===== src/rtl/puntaje_pkg.sv =====
// Shared definitions for the score display scanner: game FSM state
// encodings, segment constants and display geometry.
package puntaje_pkg;

   typedef enum logic [2:0] {
      OFF  = 3'd0,
      WLCM = 3'd1,
      CH   = 3'd2,
      GAME = 3'd3,
      WL   = 3'd4,
      PA   = 3'd5
   } game_state_t;

   localparam int unsigned NUM_DIGITS = 4;
   localparam int unsigned SEG_W      = 7;

   // gfedcba, active-high, as emitted by the score bus
   localparam logic [SEG_W-1:0] SEG_ZERO_PAT = 7'b0111111;
   localparam logic [SEG_W-1:0] SEG_BLANK    = '0;

endpackage


===== src/rtl/puntaje_display_scan_tick_divisor.sv =====
// tick_divisor: modulo-N counter with a terminal-count pulse.
//   clk, rst : clock, synchronous active-high reset
//   clr      : force the count back to 0 (dominates en)
//   en       : advance the count this cycle
//   cnt      : current count, 0..N-1
//   tc       : high on the cycle the counter advances from N-1 back to 0
module tick_divisor #(
   parameter  int unsigned N = 10,
   localparam int unsigned W = (N > 1) ? $clog2(N) : 1
) (
   input  logic         clk,
   input  logic         rst,
   input  logic         clr,
   input  logic         en,
   output logic [W-1:0] cnt,
   output logic         tc
);

   localparam logic [W-1:0] LAST = W'(N - 1);

   logic [W-1:0] cnt_q, cnt_d;

   always_comb begin
      cnt_d = cnt_q;
      if (clr)
         cnt_d = '0;
      else if (en)
         cnt_d = (cnt_q == LAST) ? '0 : cnt_q + 1'b1;
   end

   always_ff @(posedge clk) begin
      if (rst)
         cnt_q <= '0;
      else
         cnt_q <= cnt_d;
   end

   assign cnt = cnt_q;
   assign tc  = en && !clr && (cnt_q == LAST);

endmodule


===== src/rtl/puntaje_display_scan.sv =====
// puntaje_display_scan: time-multiplexes the 4x7 score segment bus onto a
// 4-digit common-anode seven-segment display.
//   clk, rst        : clock, synchronous active-high reset
//   display_puntaje : 4 digits x gfedcba (active-high), [6:0] = rightmost digit
//   presente        : game FSM state (OFF blanks, PA blinks, others normal)
//   lz_enable       : suppress leading zeros
//   seg             : segment drive for the scanned digit (polarity per ACTIVE_LOW)
//   an              : one-hot anode select, an[0] = rightmost digit
//   digit_idx       : digit currently being scanned
module puntaje_display_scan
   import puntaje_pkg::*;
#(
   parameter int unsigned CLK_HZ       = 27000000,
   parameter int unsigned SCAN_HZ      = 1000,
   parameter int unsigned BLANK_CYCLES = 16,
   parameter int unsigned BLINK_HZ     = 2,
   parameter bit          ACTIVE_LOW   = 1'b1,
   parameter logic [6:0]  SEG_ZERO     = SEG_ZERO_PAT
) (
   input  logic        clk,
   input  logic        rst,
   input  logic [27:0] display_puntaje,
   input  logic [2:0]  presente,
   input  logic        lz_enable,
   output logic [6:0]  seg,
   output logic [3:0]  an,
   output logic [1:0]  digit_idx
);

   localparam int unsigned SLOT = CLK_HZ / SCAN_HZ;
   localparam int unsigned HALF = CLK_HZ / (2 * BLINK_HZ);
   localparam int unsigned SW   = (SLOT > 1) ? $clog2(SLOT) : 1;
   localparam int unsigned BW   = (HALF > 1) ? $clog2(HALF) : 1;

   logic [SW-1:0] slot_cnt;
   logic          slot_tc;
   logic [BW-1:0] blink_cnt_unused;
   logic          blink_tc;
   logic          in_pa;

   logic [1:0]                       digit_idx_q, digit_idx_d;
   logic [NUM_DIGITS-1:0][SEG_W-1:0] shadow_q, shadow_d;
   logic                             phase_q, phase_d;   // 1 = hidden half of blink
   logic [NUM_DIGITS-1:0]            an_q, an_d;         // active-high internally
   logic [SEG_W-1:0]                 seg_q, seg_d;       // active-high internally
   logic [NUM_DIGITS-1:0]            suppress;
   logic                             show;

   assign in_pa = (presente == PA);

   tick_divisor #(.N(SLOT)) u_slot (
      .clk (clk),
      .rst (rst),
      .clr (1'b0),
      .en  (1'b1),
      .cnt (slot_cnt),
      .tc  (slot_tc)
   );

   // Held at zero outside PA, so every pause starts on a visible half-period.
   tick_divisor #(.N(HALF)) u_blink (
      .clk (clk),
      .rst (rst),
      .clr (!in_pa),
      .en  (in_pa),
      .cnt (blink_cnt_unused),
      .tc  (blink_tc)
   );

   always_comb begin
      digit_idx_d = digit_idx_q;
      shadow_d    = shadow_q;
      phase_d     = phase_q;
      if (slot_tc) begin
         digit_idx_d = digit_idx_q + 2'd1;
         // Capture only at the frame boundary so a frame never mixes two scores.
         if (digit_idx_q == 2'd3)
            shadow_d = display_puntaje;
      end
      if (!in_pa)
         phase_d = 1'b0;
      else if (blink_tc)
         phase_d = !phase_q;
   end

   // A digit is suppressed only while every digit above it is also a blank zero.
   always_comb begin
      suppress    = '0;
      suppress[3] = lz_enable && (shadow_q[3] == SEG_ZERO);
      suppress[2] = suppress[3] && (shadow_q[2] == SEG_ZERO);
      suppress[1] = suppress[2] && (shadow_q[1] == SEG_ZERO);
   end

   always_comb begin
      an_d  = '0;
      seg_d = suppress[digit_idx_q] ? SEG_BLANK : shadow_q[digit_idx_q];
      show  = (slot_cnt >= SW'(BLANK_CYCLES)) && (presente != OFF) && !(in_pa && phase_q);
      if (show)
         an_d[digit_idx_q] = 1'b1;
   end

   always_ff @(posedge clk) begin
      if (rst) begin
         digit_idx_q <= '0;
         shadow_q    <= '0;
         phase_q     <= 1'b0;
         an_q        <= '0;
         seg_q       <= '0;
      end else begin
         digit_idx_q <= digit_idx_d;
         shadow_q    <= shadow_d;
         phase_q     <= phase_d;
         an_q        <= an_d;
         seg_q       <= seg_d;
      end
   end

   assign an        = ACTIVE_LOW ? ~an_q  : an_q;
   assign seg       = ACTIVE_LOW ? ~seg_q : seg_q;
   assign digit_idx = digit_idx_q;

endmodule


===== config.mk =====
export PLATFORM = sky130hd
export DESIGN_NAME = puntaje_display_scan
export DESIGN_NICKNAME = d
export VERILOG_FILES = /design/src/rtl/puntaje_pkg.sv /design/src/rtl/puntaje_display_scan_tick_divisor.sv /design/src/rtl/puntaje_display_scan.sv
export SDC_FILE = /design/constraint.sdc
export NUM_CORES = 1
export LEC_CHECK = 0
export CAP_MARGIN = 20
export CORE_MARGIN = 2
export CORE_UTILIZATION = 40
export CTS_CLUSTER_DIAMETER = 50
export DETAILED_ROUTE_END_ITERATION = 10
export PLACE_DENSITY = 0.73
export SETUP_SLACK_MARGIN = 0.2
export SYNTH_ARGS = -nofsm -noshare
export SYNTH_HDL_FRONTEND = slang
export SYNTH_SLANG_ARGS = --single-unit

===== constraint.sdc =====
create_clock -name clk -period 1.9 [get_ports clk]
set_input_delay 0.475 -clock clk [delete_from_list [all_inputs] [get_ports clk]]
set_output_delay 0.475 -clock clk [all_outputs]
set_load 0.1 [all_outputs]

==> summary.txt, run 1 <==
Timing
  – Maximum frequency from static timing analysis: between 500 and 600 MHz
  – Final clock period utilization by the worst path: between 90% and 100%
  – Remaining max-slew budget at the tightest pin: 71.0%
  – Setup slack of the critical path after layout: about 0.0099 ns
  – Min Clock Period, post-route: ~1.9 ns
  – Fin Clk Skew: 0.00641 ns
  – Worst-Margin Slew: around 0.43 ns
  – Number of failing hold endpoints at the final stage: 0
  – Count of final setup violators: 0
  – Final TNS setup: 0 ns
  – Unrepaired setup endpoints after global routing: true
  – Final Slew Violations: 0

Setup path
  – Worst-case register-to-register setup slack: between 0.009 and 0.01 ns
  – Crit path max-delay cell type: sky130_fd_sc_hd__or4_4
  – RR Endpoint: shadow_q[19]
  – Sort of element at the start of the critical path: flip-flop
  – Cell depth of the worst flop-to-flop path: 6
  – CP Capture Type: flip-flop
  – Start-to-end type of the worst setup path: flip-flop to flip-flop
  – Biggest cell delay along the critical path: approximately 0.55 ns
  – Crit path arrival time: approximately 2.1 ns
  – Critical Path Source: u_slot.cnt[7]
  – Data required time at the worst endpoint: 2.13 ns
  – Crit-path max FO: 7
  – Worst R2R Start: u_slot.cnt[7]
  – Ordered cell list for the critical path: or4_4 -> nor4_4 -> buf_6 -> clkbuf_16 -> mux2i_1 -> nor2_1
  – Worst setup path endpoint: shadow_q[19]

Routing
  – Count of nets left with antenna violations after detail routing: 0
  – Via-per-instance ratio: approximately 5.0
  – DRC violation count after routing: 0
  – Total routed wirelength: ~7700 um
  – Router iterations before antenna repair: 5
  – Routed via count: about 2,800
  – Detailed Route Iter0 Violations: between 100 and 150
  – Routed len/inst: 13.8 um

Outcome
  – Result of the run: finished clean

Clock tree
  – Total of hold buffers inserted after clock tree synthesis: 0
  – Clock sinks: 80
  – Cell at the root of the clock tree: sky130_fd_sc_hd__clkbuf_8
  – TritonCTS clock tree: built
  – Maximum root-to-sink buffer count: 2
  – Worst-skew pair later-pin latency: 0.34 ns
  – Total clock buffers created by CTS: 9
  – Clock-pin slew of the registers on the worst-case setup and hold paths: 0.08 ns
  – Deepest level of the CTS H-tree: 3

Global route
  – M2 GR Usage: 25.9%
  – Met3 GRT Util: ~2.9%
  – Fraction of met1 tracks used by global routing: 19.3%
  – Number of global-route vias before repair: around 2,600
  – Most utilized layer in the global route result: met2
  – Number of antenna violations at the first check in global routing: 0
  – Overall track demand over capacity in global routing: between 10% and 20%
  – Largest net degree at the start of global routing: 29
  – Global-route wire length before repair: about 12,000 um
  – Residual overflow from global routing: 0

Placement
  – Post-DP Area: about 4400 um2
  – Count of input and output buffers: 46
  – Post-DP HPWL: around 5300 um
  – Pre-CTS setup slack: 0.0969 ns
  – Placer congestion estimate: around 0.81

Synth
  – Total of flip-flops plus latches after synthesis: 80
  – Net count of the mapped netlist: between 400 and 500
  – Most used DFF post-synth: sky130_fd_sc_hd__dfxtp_1
  – FFs w/ async S/R, synth: 0%
  – Number of synthesis warnings: 0
  – Post-Synthesis Cell Area: ~3600 um2
  – Mean cell area of the mapped netlist: 9.58 um2
  – Seq/Total Area, Yosys: between 40 and 50%
  – Distinct cells, synth: 42
  – Post-synthesis instance total: roughly 370
  – Number of flops mapped to enable cells by yosys: 0

Finish
  – Ratio of cells with drive above 1 in the final layout: roughly 23%
  – Number of nets in the final layout: 488
  – Commonest non-fill, non-tap cell in the layout: sky130_fd_sc_hd__nor2_1
  – Filler Cell Count: between 700 and 800
  – Relative area change from synthesis to final layout: 36.0%
  – Layout Cell Area excl Fill: between 4000 and 5000 um2
  – Post-layout utilization of the core: 55.7%
  – Leading cell types in the layout, fill and taps excluded: sky130_fd_sc_hd__nor2_1 (65), sky130_fd_sc_hd__dfxtp_1 (64), sky130_fd_sc_hd__clkdlybuf4s50_1 (33), sky130_fd_sc_hd__mux2i_1 (28)
  – Antenna Cells: 0

Power and ir drop
  – Total power divided by cell area: roughly 650 nW/um2
  – Pwr Total: between 3 and 4 mW
  – Worst-case vdd ir drop: around 0.38 mV
  – Total leakage power: about 1.6 nW

Die
  – Floorplan core area: 8680 um2
  – Initial standard-cell utilization of the core: between 40% and 50%
  – I/O pin cnt: 47
  – Std-Cell Rows: 34
  – Die Width: ~98 um
  – Floorplan die height: roughly 100 um
  – Area enclosed by the die boundary: between 9000 and 10,000 um2

Min path
  – Worst hold path type: flip-flop to flip-flop

Job
  – Number of maximum-capacitance constraint violations: 0
-- cells by family (layout without fill, tap and decap cells) --
| kind of cell | after synthesis | in the layout | share of synthesized area, % |
|---|---|---|---|
| adder cells (fa/ha/maj) | 7 | 7 | 2.46 |
| XOR/XNOR | 27 | 27 | 6.65 |
| buffers and inverters | 43 | 124 | 6.65 |
| AO/OA/AOI/OAI | 25 | 25 | 4.33 |
| AND/OR/NAND/NOR | 153 | 153 | 22.2 |
| multiplexers | 36 | 36 | 12.6 |
| flip-flops | 80 | 80 | 45.1 |
-- worst min-delay path by stage --
stage,from,endpoint,cells after the start
6_report,u_blink.cnt[0],u_blink.cnt[0],1
5_1_grt,u_blink.cnt[0],u_blink.cnt[0],1
4_1_cts,u_blink.cnt[0],u_blink.cnt[0],1
3_5_place_dp,u_blink.cnt[0],u_blink.cnt[0],1
3_3_place_gp,u_blink.cnt[0],u_blink.cnt[0],1
2_1_floorplan,u_blink.cnt[0],u_blink.cnt[0],1
-- power breakdown --
part	switching [mW]	internal, mW
registers	0.00787	1.67
clock network	0.597	0.741
logic	0.0490	0.0859
total	0.654	2.50
-- cells in the mapped netlist, drive strengths merged, types with 7 or more instances --
| master | n | area [um2] |
|---|---|---|
| a21oi | 9 | 45.0 |
| clkbuf | 9 | 55.1 |
| dfxtp | 80 | 1600 |
| ha | 7 | 87.6 |
| inv | 27 | 101 |
| mux2i | 29 | 290 |
| mux4 | 7 | 158 |
| nand2 | 8 | 30.0 |
| nand3 | 12 | 60.1 |
| nand4 | 15 | 93.8 |
| nor2 | 66 | 248 |
| nor2b | 7 | 43.8 |
| nor3 | 8 | 40.0 |
| nor4 | 10 | 75.1 |
| or4 | 7 | 60.1 |
| xnor2 | 23 | 201 |
-- critical path: cells and delay by family (launching register included) --
family	cells	cell delay, ns
muxes	1	0.20
and+or+nand+nor	3	0.90
DFF	1	0.33
buffers and inverters	2	0.35
-- sequential cells by signal, indices dropped and copies added (netlist names) --
signal / count
shadow_q: 28
u_blink.cnt: 23
u_slot.cnt: 15
seg_q: 7
an_q: 4
digit_idx: 2
phase_q: 1
-- stage by stage --
stage,instances,hold slack (ns)
floorplan,371,0.432
global placement,527,0.442
detailed placement,527,0.448
CTS,548,0.459
global route,560,0.476
finish,560,0.447
-- layout make-up --
| cell class | instances | area, um2 | share of cell area [%] |
|---|---|---|---|
| multi-input combinational | 248 | 1800 | 37.2 |
| tap | 108 | 135 | 2.79 |
| clock inverter | 5 | 81.3 | 1.68 |
| sequential | 80 | 1640 | 33.8 |
| clock buffer | 11 | 131 | 2.72 |
| inverter | 27 | 101 | 2.10 |
| timing repair buffer | 81 | 951 | 19.7 |
-- layer usage --
| metal | part of all wire [%] | wire length, um |
|---|---|---|
| met1 | 45 | 3510 |
| met2 | 50 | 3840 |
| met3 | 3.6 | 279 |
| met4 | 1.2 | 92 |
| met5 | 0 | 0 |
-- what timing repair did --
action / CTS / global route
buffers inserted: 5 / 8
pin swaps: 4 / 18
resized for setup: 10 / 15
cloned: 0 / 4
setup endpoints to repair: 46 / 60
Power figures use the tool's default switching activity.
==> run 2, diff against run 1 <==
Settings changed: CELL_PAD_IN_SITES_DETAIL_PLACEMENT set to 0, CELL_PAD_IN_SITES_GLOBAL_PLACEMENT set to 1, CORE_UTILIZATION 40 to 38, PLACE_DENSITY 0.73 to 0.85.
==> run 2 against run 1 <==
  * Power is 0.46% lower
  * Clock skew rose by 0.0087 ns
  * Die area grew 5.0%
  * First-iteration DRC count down 20%
  * Fmax rose by 5.1%
  * Clock power hardly changed
  * Register-to-register slack better by 0.09 ns
  * Via count rose by 1.2%
  * Highest routed layer unchanged
  * Sequential cell count unchanged
  * Critical path type unchanged
==> summary.txt, run 2 (same netlist as run 1, synthesis figures left out) <==
Outcome
  – Result of the run: finished clean

Power and ir drop
  – Internal power component: 2.39 mW (-4.2%)
  – Total power divided by cell area: 646 nW/um2 (-0.97%)
  – Part of the power in the clock network: 42.0% (-0.4 points)
  – Sequential Power Share: 53.7% (+0.4 points)
  – Switching share of total power: 23.7% (+3.0 points)
  – Total leakage power: 1.58 nW (-1.6%)
  – Power share of the combinational group: 4.3% (about the same)
  – P_sw: 745 uW (+14%)
  – Worst-case vdd ir drop: 0.495 mV (+31%)

Timing
  – Final TNS setup: 0 ns (unchanged)
  – Fin Clk Skew: 0.0151 ns (+0.00867 ns)
  – Remaining max-slew budget at the tightest pin: 75.3% (+4.4 points)
  – Tightest hold margin: 0.450 ns (+0.00212 ns)
  – Unrepaired setup endpoints after global routing: true
  – Min Clock Period, post-route: 1.80 ns (-0.0919 ns)
  – Count of final setup violators: 0 (unchanged)
  – Worst-Margin Slew: 0.367 ns (-0.0647 ns)
  – Final Slew Violations: 0 (unchanged)
  – Final clock period utilization by the worst path: 94.6% (-4.8 points)
  – Number of failing hold endpoints at the final stage: 0 (unchanged)
  – Maximum frequency from static timing analysis: 556 MHz (+5.1%)

Setup path
  – Start-to-end type of the worst setup path: flip-flop to flip-flop
  – Biggest cell delay along the critical path: 0.57 ns (+0.02 ns)
  – Worst-case register-to-register setup slack: 0.10 ns (+0.09 ns)
  – Family with the most delay on the worst path: simple AND/OR/NAND/NOR gates
  – CP Capture Type: flip-flop
  – Ordered cell list for the critical path: or4_4 -> nor4_4 -> buf_6 -> buf_12 -> mux2i_1 -> nor2_1
  – Crit-path max FO: 7 (unchanged)
  – Cell depth of the worst flop-to-flop path: 6 (unchanged)
  – Sort of element at the start of the critical path: flip-flop
  – Worst R2R Start: u_slot.cnt[10]
  – Critical Path Source: u_slot.cnt[10]
  – Crit path max-delay cell type: sky130_fd_sc_hd__or4_4
  – Critical path buffers and inverters: 2 (unchanged)
  – Crit path arrival time: 2.05 ns (-0.07 ns)
  – RR Endpoint: shadow_q[9]
  – Data required time at the worst endpoint: 2.15 ns (+0.02 ns)

Routing
  – Via-per-instance ratio: 5.05 (+0.45%)
  – Detailed Route Iter0 Violations: 87 (-20%)
  – Count of nets left with antenna violations after detail routing: 0 (unchanged)
  – Routed via count: 2,850 (+1.2%)
  – Router iterations before antenna repair: 4 (-1)
  – Routed len/inst: 14.0 um (+1.3%)
  – Total routed wirelength: 7880 um (+2.1%)
  – DRC violation count after routing: 0 (unchanged)

Clock tree
  – TritonCTS clock tree: built
  – Cell at the root of the clock tree: sky130_fd_sc_hd__clkbuf_8
  – Worst-skew pair later-pin latency: 0.36 ns (+0.02 ns)
  – Clock-pin slew of the registers on the worst-case setup and hold paths: 0.09 ns (about the same)
  – Maximum root-to-sink buffer count: 2 (unchanged)
  – Clock sinks: 80 (unchanged)
  – Total clock buffers created by CTS: 9 (unchanged)
  – Deepest level of the CTS H-tree: 3 (unchanged)

Finish
  – Antenna Cells: 0 (unchanged)
  – Commonest non-fill, non-tap cell in the layout: sky130_fd_sc_hd__dfxtp_1
  – Leading cell types in the layout, fill and taps excluded: sky130_fd_sc_hd__dfxtp_1 (65), sky130_fd_sc_hd__nor2_1 (58), sky130_fd_sc_hd__clkdlybuf4s50_1 (33), sky130_fd_sc_hd__mux2i_1 (29), sky130_fd_sc_hd__buf_4 (29)
  – Relative area change from synthesis to final layout: 36.7%
  – Filler Cell Count: 817 (+12%)
  – Ratio of cells with drive above 1 in the final layout: 24.9% (+2.4 points)
  – Number of nets in the final layout: 489 (+0.20%)
  – Number of flip-flops under the largest register name: 28 (unchanged)
  – Register with the most flip-flops: shadow_q

Placement
  – Count of input and output buffers: 46 (unchanged)
  – Placer congestion estimate: 0.843 (+4.2%)
  – Post-DP HPWL: 5460 um (+3.8%)

Die
  – Die Width: 101 um (+2.5%)
  – Std-Cell Rows: 35 (+2.9%)
  – I/O pin cnt: 47 (unchanged)
  – Initial standard-cell utilization of the core: 38.8% (-2.1 points)
  – Floorplan core area: 9150 um2 (+5.5%)
  – Floorplan die height: 101 um (+2.5%)
  – Area enclosed by the die boundary: 10,100 um2 (+5.0%)

Min path
  – Endpoint of the worst hold-timing path: u_blink.cnt[0]
  – Worst hold path type: flip-flop to flip-flop
  – Min-Delay Startpoint: u_blink.cnt[0]
  – Cells on Worst Hold Path: 1 (unchanged)

Global route
  – Number of antenna violations at the first check in global routing: 0 (unchanged)
  – Global-route wire length before repair: 12,000 um (+0.17%)
  – Number of global-route vias before repair: 2,585 (+0.27%)
  – Largest net degree at the start of global routing: 29 (unchanged)
  – Residual overflow from global routing: 0 (unchanged)
  – Overall track demand over capacity in global routing: 15.0% (-0.28 points)

Job
  – Number of maximum-capacitance constraint violations: 0 (unchanged)
==> run 2: area by class of cell <==
class,count,area [um2],area share [%]
clock inverters,7,83.8,1.72
inverters,27,101,2.08
clock buffers,9,124,2.55
repair buffers,82,935,19.2
flip-flops and latches,80,1630,33.6
multi-input cells,248,1850,38.0
well taps,111,139,2.86
==> run 2: worst max path at each step <==
stage                   end  slack, ns  cells after the start
3_3_place_gp       seg_q[0]       0.11                      6
5_1_grt         shadow_q[9]       0.03                      6
6_report        shadow_q[9]       0.10                      6
4_1_cts        shadow_q[21]        0.1                      6
2_1_floorplan   shadow_q[0]       0.12                      7
3_5_place_dp   shadow_q[19]       0.06                      6
==> run 2: metrics by stage <==
stage          power (mW)  setup slack (ns)  utilization [%]  cells  cell area, um2
4_1_cts              3.16            0.0968             51.2    557            4680
6_report             3.14             0.102             53.1    564            4860
2_1_floorplan        1.77             0.122                -    371            3620
3_5_place_dp         1.85            0.0552             47.7    531            4360
3_3_place_gp         1.85             0.112             47.7    531            4360
5_1_grt              3.25            0.0308             53.1    564            4860
==> run 2: routing by layer <==
| metal | vias up | GRT usage (%) | share of wire (%) |
|---|---|---|---|
| li1 | 1430 | - | - |
| met1 | 1351 | 18.6 | 43 |
| met2 | 61 | 25.0 | 51 |
| met3 | 8 | 4.44 | 4.6 |
| met4 | 0 | 5.16 | 1.3 |
| met5 | - | 0 | 0 |
==> run 2: power groups by stage <==
stage               combinational, mW  sequential, mW  clock, mW
finish                          0.136            1.68       1.32
global route                    0.145            1.69       1.42
CTS                             0.131            1.68       1.34
detailed placement              0.124            1.73          0
global placement                0.123            1.73          0
floorplan                      0.0455            1.72          0
==> run 2: repair_timing <==
| item | CTS | global route |
|---|---|---|
| endpoints found under the setup margin | 44 | 68 |
| cloned | 1 | 3 |
| hold buffers | 0 | 0 |
| resized for setup | 16 | 25 |
| pin swaps | 15 | 17 |
| buffers inserted | 9 | 4 |
==> run 3, diff against run 2 <==
Settings changed: CAP_MARGIN 20 to not set.
==> results of run 3 <==
The final DEF is identical to that of run 2; final timing and power are the same.
